[src/rtl/bp_mc_pkg.sv]
// rtl/bp_mc_pkg.sv - MCU bus bridge address map, status bit indices and FSM states
package bp_mc_pkg;

    localparam logic [5:0] MC_ADDR_FIFO   = 6'h00;
    localparam logic [5:0] MC_ADDR_STATUS = 6'h01;

    localparam int ST_BIT_CMD_FULL  = 0;
    localparam int ST_BIT_RSP_EMPTY = 1;
    localparam int ST_BIT_OVF       = 2;
    localparam int ST_BIT_UNF       = 3;
    localparam int ST_BIT_ERR       = 4;

    typedef enum logic [1:0] {
        S_IDLE     = 2'd0,
        S_WR_ACT   = 2'd1,
        S_RD_FETCH = 2'd2,
        S_RD_HOLD  = 2'd3
    } mc_state_e;

endpackage

[src/rtl/mc_strobe_sync.sv]
// rtl/mc_strobe_sync.sv - active-low strobe synchroniser with rise/fall detect
module mc_strobe_sync #(
    parameter int STAGES = 2
) (
    input  logic clk_i,
    input  logic rst_ni,
    input  logic strobe_i,
    output logic level_o,
    output logic rise_o,
    output logic fall_o
);
    logic [STAGES-1:0] sync_q;
    logic              last_q;

    // Chain resets to the inactive (high) level so a strobe held low across reset is seen as a fresh fall.
    always_ff @(posedge clk_i or negedge rst_ni) begin
        if (!rst_ni) begin
            sync_q <= '1;
            last_q <= 1'b1;
        end else begin
            sync_q <= {sync_q[STAGES-2:0], strobe_i};
            last_q <= sync_q[STAGES-1];
        end
    end

    assign level_o = sync_q[STAGES-1];
    assign rise_o  = sync_q[STAGES-1] & ~last_q;
    assign fall_o  = ~sync_q[STAGES-1] & last_q;

endmodule

[src/rtl/mc_bus_ctrl.sv]
// rtl/mc_bus_ctrl.sv - MCU async bus to FIFO/register-file bridge; optional MC_CE_QUALIFY_EN gates strobes with mc_ce
module mc_bus_ctrl
    import bp_mc_pkg::*;
#(
    parameter int MC_DATA_WIDTH = 16,
    parameter int MC_ADD_WIDTH  = 6,
    parameter int SYNC_STAGES   = 2
) (
    input  logic                     clock,
    input  logic                     reset,
    input  logic                     mc_ce,
    input  logic                     mc_we,
    input  logic                     mc_oe,
    input  logic [MC_ADD_WIDTH-1:0]  mc_add,
    input  logic [MC_DATA_WIDTH-1:0] mc_din,
    output logic [MC_DATA_WIDTH-1:0] mc_dout,
    output logic                     mc_doe,
    output logic                     cmd_push,
    output logic [MC_DATA_WIDTH-1:0] cmd_data,
    input  logic                     cmd_full,
    output logic                     rsp_pop,
    input  logic [MC_DATA_WIDTH-1:0] rsp_data,
    input  logic                     rsp_empty,
    output logic                     reg_we,
    output logic [MC_ADD_WIDTH-1:0]  reg_addr,
    output logic [MC_DATA_WIDTH-1:0] reg_wdata,
    input  logic [MC_DATA_WIDTH-1:0] reg_rdata
);
    localparam logic [MC_ADD_WIDTH-1:0] ADDR_FIFO   = MC_ADD_WIDTH'(MC_ADDR_FIFO);
    localparam logic [MC_ADD_WIDTH-1:0] ADDR_STATUS = MC_ADD_WIDTH'(MC_ADDR_STATUS);

    mc_state_e                state_q;
    logic [MC_ADD_WIDTH-1:0]  add_q;
    logic [MC_DATA_WIDTH-1:0] din_q;
    logic [MC_DATA_WIDTH-1:0] dout_q;
    logic [MC_DATA_WIDTH-1:0] cmd_data_q;
    logic [MC_DATA_WIDTH-1:0] reg_wdata_q;
    logic                     cmd_push_q;
    logic                     rsp_pop_q;
    logic                     reg_we_q;
    logic                     ovf_q;
    logic                     unf_q;
    logic                     err_q;

    logic we_s, we_rise, we_fall;
    logic oe_s, oe_rise, oe_fall;
    logic ce_act;

    mc_strobe_sync #(.STAGES(SYNC_STAGES)) u_we_sync (
        .clk_i   (clock),
        .rst_ni  (reset),
        .strobe_i(mc_we),
        .level_o (we_s),
        .rise_o  (we_rise),
        .fall_o  (we_fall)
    );

    mc_strobe_sync #(.STAGES(SYNC_STAGES)) u_oe_sync (
        .clk_i   (clock),
        .rst_ni  (reset),
        .strobe_i(mc_oe),
        .level_o (oe_s),
        .rise_o  (oe_rise),
        .fall_o  (oe_fall)
    );

`ifdef MC_CE_QUALIFY_EN
    logic ce_s, ce_rise, ce_fall;
    logic unused_edges;

    mc_strobe_sync #(.STAGES(SYNC_STAGES)) u_ce_sync (
        .clk_i   (clock),
        .rst_ni  (reset),
        .strobe_i(mc_ce),
        .level_o (ce_s),
        .rise_o  (ce_rise),
        .fall_o  (ce_fall)
    );

    assign ce_act       = ~ce_s;
    assign mc_doe       = ~mc_oe & ~mc_ce;
    assign unused_edges = we_fall ^ oe_rise ^ oe_fall ^ ce_rise ^ ce_fall;
`else
    logic unused_edges;

    assign ce_act       = 1'b1;
    assign mc_doe       = ~mc_oe;
    assign unused_edges = we_fall ^ oe_rise ^ oe_fall ^ mc_ce;
`endif

    logic                     we_low, oe_low, abort;
    logic                     ovf_set, unf_set, err_set, stat_clr;
    logic [MC_DATA_WIDTH-1:0] status;

    assign we_low = ~we_s & ce_act;
    assign oe_low = ~oe_s & ce_act;
    assign abort  = ~ce_act;

    always_comb begin
        status                    = '0;
        status[ST_BIT_CMD_FULL]   = cmd_full;
        status[ST_BIT_RSP_EMPTY]  = rsp_empty;
        status[ST_BIT_OVF]        = ovf_q;
        status[ST_BIT_UNF]        = unf_q;
        status[ST_BIT_ERR]        = err_q;
    end

    // Flag sets are OR-ed after the read-clear so an event coinciding with a status read survives it.
    assign err_set  = (state_q == S_IDLE) && we_low && oe_low;
    assign ovf_set  = (state_q == S_WR_ACT) && !abort && we_rise && (add_q == ADDR_FIFO) && cmd_full;
    assign unf_set  = (state_q == S_RD_FETCH) && !abort && (add_q == ADDR_FIFO) && rsp_empty;
    assign stat_clr = (state_q == S_RD_FETCH) && !abort && (add_q == ADDR_STATUS);

    always_ff @(posedge clock or negedge reset) begin
        if (!reset) begin
            state_q     <= S_IDLE;
            add_q       <= '0;
            din_q       <= '0;
            dout_q      <= '0;
            cmd_data_q  <= '0;
            reg_wdata_q <= '0;
            cmd_push_q  <= 1'b0;
            rsp_pop_q   <= 1'b0;
            reg_we_q    <= 1'b0;
            ovf_q       <= 1'b0;
            unf_q       <= 1'b0;
            err_q       <= 1'b0;
        end else begin
            add_q      <= mc_add;
            din_q      <= mc_din;
            cmd_push_q <= 1'b0;
            rsp_pop_q  <= 1'b0;
            reg_we_q   <= 1'b0;
            ovf_q      <= ovf_set | (ovf_q & ~stat_clr);
            unf_q      <= unf_set | (unf_q & ~stat_clr);
            err_q      <= err_set | (err_q & ~stat_clr);

            case (state_q)
                S_IDLE: begin
                    if (we_low && !oe_low) begin
                        state_q <= S_WR_ACT;
                    end else if (oe_low && !we_low) begin
                        state_q <= S_RD_FETCH;
                    end
                end
                S_WR_ACT: begin
                    if (abort) begin
                        state_q <= S_IDLE;
                    end else if (we_rise) begin
                        state_q <= S_IDLE;
                        if (add_q == ADDR_FIFO) begin
                            if (!cmd_full) begin
                                cmd_push_q <= 1'b1;
                                cmd_data_q <= din_q;
                            end
                        end else if (add_q != ADDR_STATUS) begin
                            reg_we_q    <= 1'b1;
                            reg_wdata_q <= din_q;
                        end
                    end
                end
                S_RD_FETCH: begin
                    if (abort) begin
                        state_q <= S_IDLE;
                    end else begin
                        state_q <= S_RD_HOLD;
                        if (add_q == ADDR_FIFO) begin
                            if (rsp_empty) begin
                                dout_q <= '0;
                            end else begin
                                dout_q    <= rsp_data;
                                rsp_pop_q <= 1'b1;
                            end
                        end else if (add_q == ADDR_STATUS) begin
                            dout_q <= status;
                        end else begin
                            dout_q <= reg_rdata;
                        end
                    end
                end
                S_RD_HOLD: begin
                    if (oe_s || abort) begin
                        state_q <= S_IDLE;
                    end
                end
                default: state_q <= S_IDLE;
            endcase
        end
    end

    assign mc_dout   = dout_q;
    assign cmd_push  = cmd_push_q;
    assign cmd_data  = cmd_data_q;
    assign rsp_pop   = rsp_pop_q;
    assign reg_we    = reg_we_q;
    assign reg_addr  = add_q;
    assign reg_wdata = reg_wdata_q;

endmodule
[config.mk]
export PLATFORM = sky130hd
export DESIGN_NAME = mc_bus_ctrl
export DESIGN_NICKNAME = d
export VERILOG_FILES = /design/src/rtl/bp_mc_pkg.sv /design/src/rtl/mc_strobe_sync.sv /design/src/rtl/mc_bus_ctrl.sv
export SDC_FILE = /design/constraint.sdc
export NUM_CORES = 1
export LEC_CHECK = 0
export ABC_CLOCK_PERIOD_IN_PS = 2300
export CAP_MARGIN = 10
export CELL_PAD_IN_SITES_DETAIL_PLACEMENT = 1
export CELL_PAD_IN_SITES_GLOBAL_PLACEMENT = 1
export CORE_UTILIZATION = 34
export DETAILED_ROUTE_END_ITERATION = 10
export GPL_ROUTABILITY_DRIVEN = 0
export PLACE_DENSITY_LB_ADDON = 0.1
export SETUP_SLACK_MARGIN = 0.2
export SKIP_CTS_REPAIR_TIMING = 1
export SYNTH_ARGS = -nofsm -noshare
export SYNTH_HDL_FRONTEND = slang
export SYNTH_SLANG_ARGS = --single-unit
[constraint.sdc]
create_clock -name clock -period 2.3 [get_ports clock]
set_input_delay 0.23 -clock clock [delete_from_list [all_inputs] [get_ports clock]]
set_output_delay 0.23 -clock clock [all_outputs]
set_load 0.005 [all_outputs]
==> flow_summary.yaml, run 1 <==
outcome:
  status: "complete, but fails checks"
  violations: "design-rule violations"
critical_path:
  cp_slowest_stage_delay_ns: 0.64
  reg2reg_depth: 4
  path_max_fanout: 11
  critical-path-top-delay-family: "simple AND/OR/NAND/NOR gates"
  cp-start-kind: "flip-flop"
  slowest_stage: "or4_4"
  crit_cells: 4
  critPathLaunch: "reg_addr[3]$_DFF_PN0_"
  crit_buf_inv: 1
  critPathRequiredTime_ns: 2.56
  worstReg2RegEnd: "reg_wdata[14]$_DFFE_PN0P_"
  crit_end: "reg_wdata[14]$_DFFE_PN0P_"
  rr_startpoint: "reg_addr[3]$_DFF_PN0_"
  cp.arrival_ns: 2.22
  timing_worst_setup_path_type: "flip-flop to flip-flop"
  endpoint_kind: "flip-flop"
  r2r_slack_ns: 0.34
  path_cells: "or4_4 -> o21ai_4 -> buf_4 -> mux2_2"
synthesis:
  yosysSeqAreaShare_pct: 67.0
  synthCells: 203
  synth_seq_cells: 83
  synth_cell_type_count: 32
  syn-cell-area_um2: 3110
  ys_warn_count: 0
  syn_avg_cell_area_um2: 15.3
  synth_nets: 264
detailed_routing:
  postRouteAntennaNets: 0
  drt_iter0_markers: 65
  firstDrtPassIters: 8
  vias_per_cell: 4.91
  drc_errors: 20
  wl_per_cell_um: 17.3
  routed_wl_mm: 7.73
  via_count: 2191
timing:
  skew_ns: 0.0139
  tns_ns: 0
  fin_crit_sh_pct: 85.2
  setup_ws_ns: 0.340
  finalCriticalPeriod_ns: 1.96
  finalSetupViolCount: 0
  slew_violations: 0
  hold_viol_final: 0
  slew_headroom_pct: 35.3
  fmax_mhz: 510
  rsz0062_at_grt: "no"
  tightest_slew_ns: 0.970
floorplan:
  rows: 34
  die_x_um: 97.6
  dieArea_um2: 9530
  ios: 119
  core-area_um2: 8810
  fp.dieH_um: 97.6
  initial_utilization_pct: 35.3
finish:
  layout-drive-gt1-share_pct: 20.7
  multi_input_area_um2: 936
  nFillCells: 888
  seq_area_um2: 2080
  n_antenna_cell: 0
  final_nets: 394
  syn_to_final_growth_pct: 50.0
power:
  power_mw: 4.57
  max-vdd-ir-drop_mv: 0.371
  power-per-cell-area_nw_per_um2: 981
  p_leak_nw: 2.03
place:
  dp.final_hpwl_mm: 5.50
  io_buffers: 117
  pre_cts_ws_ns: 0.167
global_routing:
  grt_max_degree: 35
  grt_pass1_wl_mm: 13.0
  grt_usage_pct: 17.9
  gr-total-overflow: 0
  grt_pass1_vias: 2462
  antenna_found_initial: 0
job:
  cap_violations: 0
clock_network:
  numCtsBuffers: 9
  clkSlewWorstSetupHoldPaths_ns: 0.10
  cts_tree: "yes"
  htree_levels: 3
  cts_root_buf: "clkbuf_8"
  clock_sinks: 83
  worst_skew_pair.late_latency_ns: 0.36
  clock_path_buffers: 2
min_path:
  holdPathStages: 1
  min_path_type: "input port to flip-flop"
-- final cells by class --
class | count | share of cell area [%]
Clock buffer | 10 | 2.95
Multi-Input combinational cell | 105 | 20.1
Sequential cell | 83 | 44.7
Tap cell | 108 | 2.90
Inverter | 5 | 0.403
Clock inverter | 6 | 1.64
Timing Repair Buffer | 129 | 27.3
-- cells in the final DEF, fill, tap and decap left out, types with 2 or more instances in the layout --
master and count:
clkbuf_8 10, clkdlybuf4s50_1 116, a41oi_1 2, nor2b_1 2
nand2_1 7, and2_1 12, dfrtp_1 78, a2111oi_0 5
dfstp_2 5, mux2_2 23, a21oi_1 7, a221o_1 11
nor3b_1 4, nor2_1 3, mux2_4 9, o31ai_1 7
o41ai_1 2, inv_1 4, inv_6 4, buf_4 11
-- synthesized netlist by cell type --
cell type | instances | area, um2
a2111oi_0 | 5 | 43.8
a21oi_1 | 7 | 35.0
a221o_1 | 11 | 110
a31oi_1 | 1 | 6.26
a41oi_1 | 2 | 17.5
and2_1 | 12 | 75.1
and3_1 | 1 | 6.26
and4_1 | 2 | 17.5
and4bb_2 | 1 | 12.5
buf_12 | 1 | 20.0
buf_2 | 2 | 10.0
buf_4 | 2 | 15.0
buf_6 | 1 | 11.3
clkbuf_1 | 4 | 15.0
clkinv_1 | 1 | 3.75
dfrtp_1 | 78 | 1950
dfstp_2 | 5 | 131
inv_1 | 4 | 15.0
mux2_2 | 23 | 259
mux2_4 | 9 | 135
nand2_1 | 7 | 26.3
nand2b_1 | 1 | 6.26
nor2_1 | 3 | 11.3
nor2b_1 | 2 | 12.5
nor3b_1 | 4 | 30.0
nor4_4 | 1 | 21.3
o21ai_0 | 1 | 5.00
o21ai_4 | 1 | 16.3
o22ai_1 | 1 | 6.26
o31ai_1 | 7 | 52.6
o41ai_1 | 2 | 17.5
or4_4 | 1 | 11.3
-- worst min-delay path by stage --
stage	startpoint	endpoint	slack [ns]
2_1_floorplan	reset	cmd_data[0]$_DFFE_PN0P_	-0.07
3_3_place_gp	reset	mc_dout[6]$_DFFE_PN0P_	0.21
3_5_place_dp	reset	mc_dout[5]$_DFFE_PN0P_	0.21
4_1_cts	reset	din_q[15]$_DFF_PN0_	-0.20
5_1_grt	mc_din[2]	din_q[2]$_DFF_PN0_	0.26
6_report	mc_din[2]	din_q[2]$_DFF_PN0_	0.29
-- per-stage QoR --
step	cells	cell area (um2)	utilization [%]	hold WS [ns]
finish	446	4660	52.9	0.289
global route	446	4660	52.9	0.257
CTS	445	4650	52.8	-0.200
detailed placement	429	4440	50.4	0.211
global placement	429	4440	50.4	0.207
floorplan	203	3110	-	-0.0656
-- flip-flops by register name, summed over array words and instances (netlist names) --
name,count
din_q,16
reg_addr,6
reg_wdata,16
ovf_q,1
rsp_pop,1
u_we_sync.last_q,1
unf_q,1
state_q,2
u_oe_sync.sync_q,2
mc_dout,16
cmd_data,16
reg_we,1
err_q,1
u_we_sync.sync_q,2
cmd_push,1
-- layer usage --
metal / GRT usage, % / share of wire (%) / vias up
met5: 0 / 0 / -
met3: 7.05 / 6.7 / 8
met4: 5.24 / 1.1 / 0
li1: - / - / 1004
met2: 30.0 / 50 / 77
met1: 21.3 / 43 / 1102
-- kinds of logic (layout without fill, tap and decap cells) --
family,count (synthesis),after routing,synth area share [%]
DFF,83,83,67.0
AOI/OAI and AO/OA,38,38,9.98
and+or+nand+nor,35,35,7.41
muxes,32,32,12.7
buffers and inverters,15,150,2.90
-- worst register-to-register path, cell delays in order (launching register included) --
cell,delay [ns]
dfrtp_1,0.43
or4_4,0.64
o21ai_4,0.16
buf_4,0.26
mux2_2,0.37
-- where the power goes --
part           internal [mW]  switching, mW  total (mW)
sequential              1.80          0.196        2.00
clock                  0.555          0.567        1.12
combinational          0.971          0.481        1.45
total                   3.33           1.24        4.57
No activity file was read; power rests on OpenSTA's default activity.
==> run 2, diff against run 1 <==
==> constraint.sdc (replaced) <==
create_clock -name clock -period 2.3 [get_ports clock]
set_input_delay 0.23 -clock clock [delete_from_list [all_inputs] [get_ports clock]]
set_output_delay 0.23 -clock clock [all_outputs]
set_load 0.05 [all_outputs]
==> flow_summary.yaml, run 2 (synthesis results as in run 1) <==
detailed_routing:
  met1_length_mm: 3.41
  drt_iter0_markers: 102
  vias_per_cell: 4.85
  routed_wl_mm: 7.60
  firstDrtPassIters: 7
  wl_met2_mm: 3.68
  via_count: 2160
  postRouteAntennaNets: 0
  route.met3.wl_um: 431
  wl_per_cell_um: 17.1
  top_layer_used: "met4"
  drc_errors: 20
outcome:
  status: "complete, but fails checks"
  violations: "design-rule violations"
critical_path:
  critical-path-top-delay-family: "buffers and inverters"
  cp_slowest_stage_delay_ns: 0.83
  timing_worst_setup_path_type: "flip-flop to output port"
  slowest_stage: "clkdlybuf4s50_1"
  path_max_fanout: 14
  path_cells: "buf_4 -> clkdlybuf4s50_1"
  cp-start-kind: "flip-flop"
  critPathRequiredTime_ns: 2.07
  crit_buf_inv: 2
  cp.arrival_ns: 1.72
  endpoint_kind: "output port"
power:
  power_mw: 5.53
  power-per-cell-area_nw_per_um2: 1190
  p_leak_nw: 2.02
  max-vdd-ir-drop_mv: 0.505
floorplan:
  initial_utilization_pct: 35.3
  rows: 34
  die_x_um: 97.6
  ios: 119
  dieArea_um2: 9530
  core-area_um2: 8810
  fp.dieH_um: 97.6
finish:
  layout-drive-gt1-share_pct: 21.1
  mostFrequentLayoutCells: "clkdlybuf4s50_1 (116), dfrtp_1 (76), mux2_2 (23)"
  final_common_cell: "clkdlybuf4s50_1"
  syn_to_final_growth_pct: 49.4
  n_antenna_cell: 0
  final_nets: 393
clock_network:
  htree_levels: 3
  clkSlewWorstSetupHoldPaths_ns: 0.08
  cts_root_buf: "clkbuf_8"
  clock_path_buffers: 2
  clock_sinks: 83
  worst_skew_pair.late_latency_ns: 0.34
  cts_tree: "yes"
  numCtsBuffers: 9
global_routing:
  antenna_found_initial: 0
  grt_pass1_vias: 2377
  grt_usage_pct: 17.5
  grt_pass1_wl_mm: 12.8
  grt_max_degree: 46
  gr-total-overflow: 0
timing:
  tightest_slew_ns: 1.02
  finalCriticalPeriod_ns: 1.95
  fin_crit_sh_pct: 84.6
  skew_ns: 0.00933
  slew_violations: 0
  tns_ns: 0
  rsz0062_at_grt: "no"
  hold_viol_final: 0
  finalSetupViolCount: 0
  fmax_mhz: 514
  slew_headroom_pct: 32.3
job:
  cap_violations: 0
place:
  dp.final_hpwl_mm: 5.38
  io_buffers: 117
min_path:
  min_path_type: "input port to flip-flop"
run 2: where the power goes:
group | switching [mW] | internal [mW]
clock | 0.528 | 0.511
sequential | 0.199 | 1.80
combinational | 1.51 | 0.971
total | 2.24 | 3.29
run 2: per-layer routing:
| metal | GRT usage, % | vias to the layer above |
|---|---|---|
| met2 | 29.0 | 72 |
| met4 | 5.24 | 0 |
| li1 | - | 1006 |
| met1 | 22.2 | 1074 |
| met3 | 4.82 | 8 |
| met5 | 0 | - |
run 2: per-stage QoR:
step	area (um2)	utilization, %	worst slack, ns	std cells	hold WS [ns]
floorplan	3110	-	0.203	203	-0.0656
global placement	4430	50.3	0.152	428	0.269
detailed placement	4430	50.3	0.0776	428	0.274
CTS	4630	52.6	0.0680	444	-0.113
global route	4640	52.7	0.248	445	0.279
finish	4640	52.7	0.354	445	0.295
run 2: final cells by class:
type                            instances  area (um2)
Inverter                                5        18.8
Clock inverter                          7        77.6
Sequential cell                        83        2090
Timing Repair Buffer                  128        1270
Fill cell                             875        4160
Tap cell                              108         135
Clock buffer                            9         124
Multi-Input combinational cell        105         936
run 2: worst paths after layout:
path	from	endpoint	slack, ns	cells past startpoint
min in group asynchronous	reset	mc_dout[6]$_DFFE_PN0P_	0.44	2
setup reg to reg	u_we_sync.sync_q[1]$_DFF_PN1_	cmd_data[11]$_DFFE_PN0P_	0.36	3
setup / recovery	reg_addr[0]$_DFF_PN0_	reg_addr[0]	0.35	2
max in group asynchronous	reset	u_oe_sync.sync_q[0]$_DFF_PN1_	1.14	3
hold / removal	mc_we	u_we_sync.sync_q[0]$_DFF_PN1_	0.30	1
hold reg to reg	u_oe_sync.sync_q[0]$_DFF_PN1_	u_oe_sync.sync_q[1]$_DFF_PN1_	0.36	0
==> run 3, diff against run 2 <==
--- a/config.mk
+++ b/config.mk
@@ -5,11 +5,11 @@
 export SDC_FILE = /design/constraint.sdc
 export NUM_CORES = 1
 export LEC_CHECK = 0
-export ABC_CLOCK_PERIOD_IN_PS = 2300
+export ABC_CLOCK_PERIOD_IN_PS = 1780
 export CAP_MARGIN = 10
 export CELL_PAD_IN_SITES_DETAIL_PLACEMENT = 1
 export CELL_PAD_IN_SITES_GLOBAL_PLACEMENT = 1
-export CORE_UTILIZATION = 34
+export CORE_UTILIZATION = 31
 export DETAILED_ROUTE_END_ITERATION = 10
 export GPL_ROUTABILITY_DRIVEN = 0
 export PLACE_DENSITY_LB_ADDON = 0.1
==> constraint.sdc (replaced) <==
create_clock -name clock -period 1.78 [get_ports clock]
set_input_delay 0.178 -clock clock [delete_from_list [all_inputs] [get_ports clock]]
set_output_delay 0.178 -clock clock [all_outputs]
set_load 0.05 [all_outputs]
==> flow_summary.yaml, run 3 (synthesis results as in run 1) <==
floorplan:
  rows: 36
  core-area_um2: 9730
  dieArea_um2: 10400
  fp.dieH_um: 102
  ios: 119
  initial_utilization_pct: 31.9
  die_x_um: 102
detailed_routing:
  met1_length_mm: 3.78
  drt_iter0_markers: 43
  route.met3.wl_um: 447
  drc_errors: 0
  routed_wl_mm: 8.34
  top_layer_used: "met4"
  via_count: 2226
  firstDrtPassIters: 4
  vias_per_cell: 4.61
  wl_met2_mm: 3.99
  wl_per_cell_um: 17.3
  postRouteAntennaNets: 0
outcome:
  status: "complete, but fails checks"
  violations: "negative setup slack"
place:
  post_dp_cell_area_um2: 4560
  io_buffers: 117
  pre_cts_ws_ns: -0.172
  dp.final_hpwl_mm: 5.36
  dp_cells: 460
clock_network:
  clkSlewWorstSetupHoldPaths_ns: 0.08
  cts_tree: "yes"
  clock_path_buffers: 2
  cts_root_buf: "clkbuf_8"
  worst_skew_pair.late_latency_ns: 0.34
  numCtsBuffers: 9
  htree_levels: 3
  clock_sinks: 83
global_routing:
  grt_pass1_vias: 2408
  antenna_found_initial: 0
  grt_pass1_wl_mm: 12.0
  grt_usage_pct: 15.2
  grt_max_degree: 40
  gr-total-overflow: 0
power:
  power-per-cell-area_nw_per_um2: 1360
  p_leak_nw: 2.90
  max-vdd-ir-drop_mv: 0.740
  power_mw: 7.12
critical_path:
  cp.arrival_ns: 2.02
  cp-start-kind: "flip-flop"
  critPathRequiredTime_ns: 2.01
  critPathLaunch: "reg_addr[3]$_DFF_PN0_"
  worstReg2RegEnd: "reg_wdata[4]$_DFFE_PN0P_"
  crit_end: "reg_wdata[4]$_DFFE_PN0P_"
  path_max_fanout: 17
  timing_worst_setup_path_type: "flip-flop to flip-flop"
  reg2reg_depth: 4
  rr_startpoint: "reg_addr[3]$_DFF_PN0_"
  endpoint_kind: "flip-flop"
  r2r_slack_ns: -0.01
min_path:
  min_path_type: "input port to flip-flop"
timing:
  finalCriticalPeriod_ns: 1.79
  setup_ws_ns: -0.00958
  hold_viol_final: 0
  fmax_mhz: 559
  tightest_slew_ns: 0.543
  slew_headroom_pct: 63.8
  slew_violations: 0
  finalSetupViolCount: 5
  skew_ns: 0.0101
  rsz0062_at_grt: "yes"
  fin_crit_sh_pct: 101
finish:
  postLayoutCoreUtil_pct: 53.7
  layout-drive-gt1-share_pct: 29.7
  final_common_cell: "dfrtp_1"
  mostFrequentLayoutCells: "dfrtp_1 (73), clkdlybuf4s50_1 (58), dlymetal6s2s_1 (55)"
  final_cells: 483
  final_nets: 406
  n_antenna_cell: 0
  design_area_um2: 5230
  syn_to_final_growth_pct: 68.2
job:
  cap_violations: 0
run 3: worst min path at each step:
stage,from,end,slack [ns],depth (start not counted)
floorplan,reset,cmd_data[0]$_DFFE_PN0P_,-0.12,0
global placement,reset,mc_dout[8]$_DFFE_PN0P_,0.15,1
detailed placement,reset,mc_dout[8]$_DFFE_PN0P_,0.15,1
CTS,reset,mc_dout[8]$_DFFE_PN0P_,-0.23,1
global route,mc_we,u_we_sync.sync_q[0]$_DFF_PN1_,0.24,1
finish,mc_we,u_we_sync.sync_q[0]$_DFF_PN1_,0.24,1
run 3: stage by stage:
stage	setup TNS (ns)	hold slack, ns
floorplan	-6.72	-0.118
global placement	-0.319	0.151
detailed placement	-0.964	0.149
CTS	-1.40	-0.230
global route	-0.824	0.243
finish	-0.0372	0.237
run 3: final cells by class:
cell class                      count  area (um2)
Clock buffer                       10         128
Timing Repair Buffer              141        1600
Multi-Input combinational cell    105        1170
Fill cell                         974        4500
Clock inverter                      6        50.0
Sequential cell                    83        2090
Inverter                            5        18.8
Tap cell                          133         166
run 3: worst max-delay path, stage by stage, from the launching register on:
cell and delay (ns):
dfrtp_2 0.41, or4_4 0.58, o21ai_4 0.16, buf_12 0.19, mux2_2 0.34
run 3: metal layers:
layer / up-vias / global-route usage [%]
met4: 0 / 6.26
met5: - / 0
li1: 1023 / -
met2: 69 / 23.8
met1: 1124 / 20.4
met3: 10 / 3.56
run 3: power breakdown:
part	switching, mW	total, mW	leakage, nW	internal, mW
combinational	2.00	3.30	1.80	1.29
clock	0.710	1.23	0.0831	0.520
sequential	0.260	2.59	1.02	2.33
total	2.97	7.12	2.90	4.15
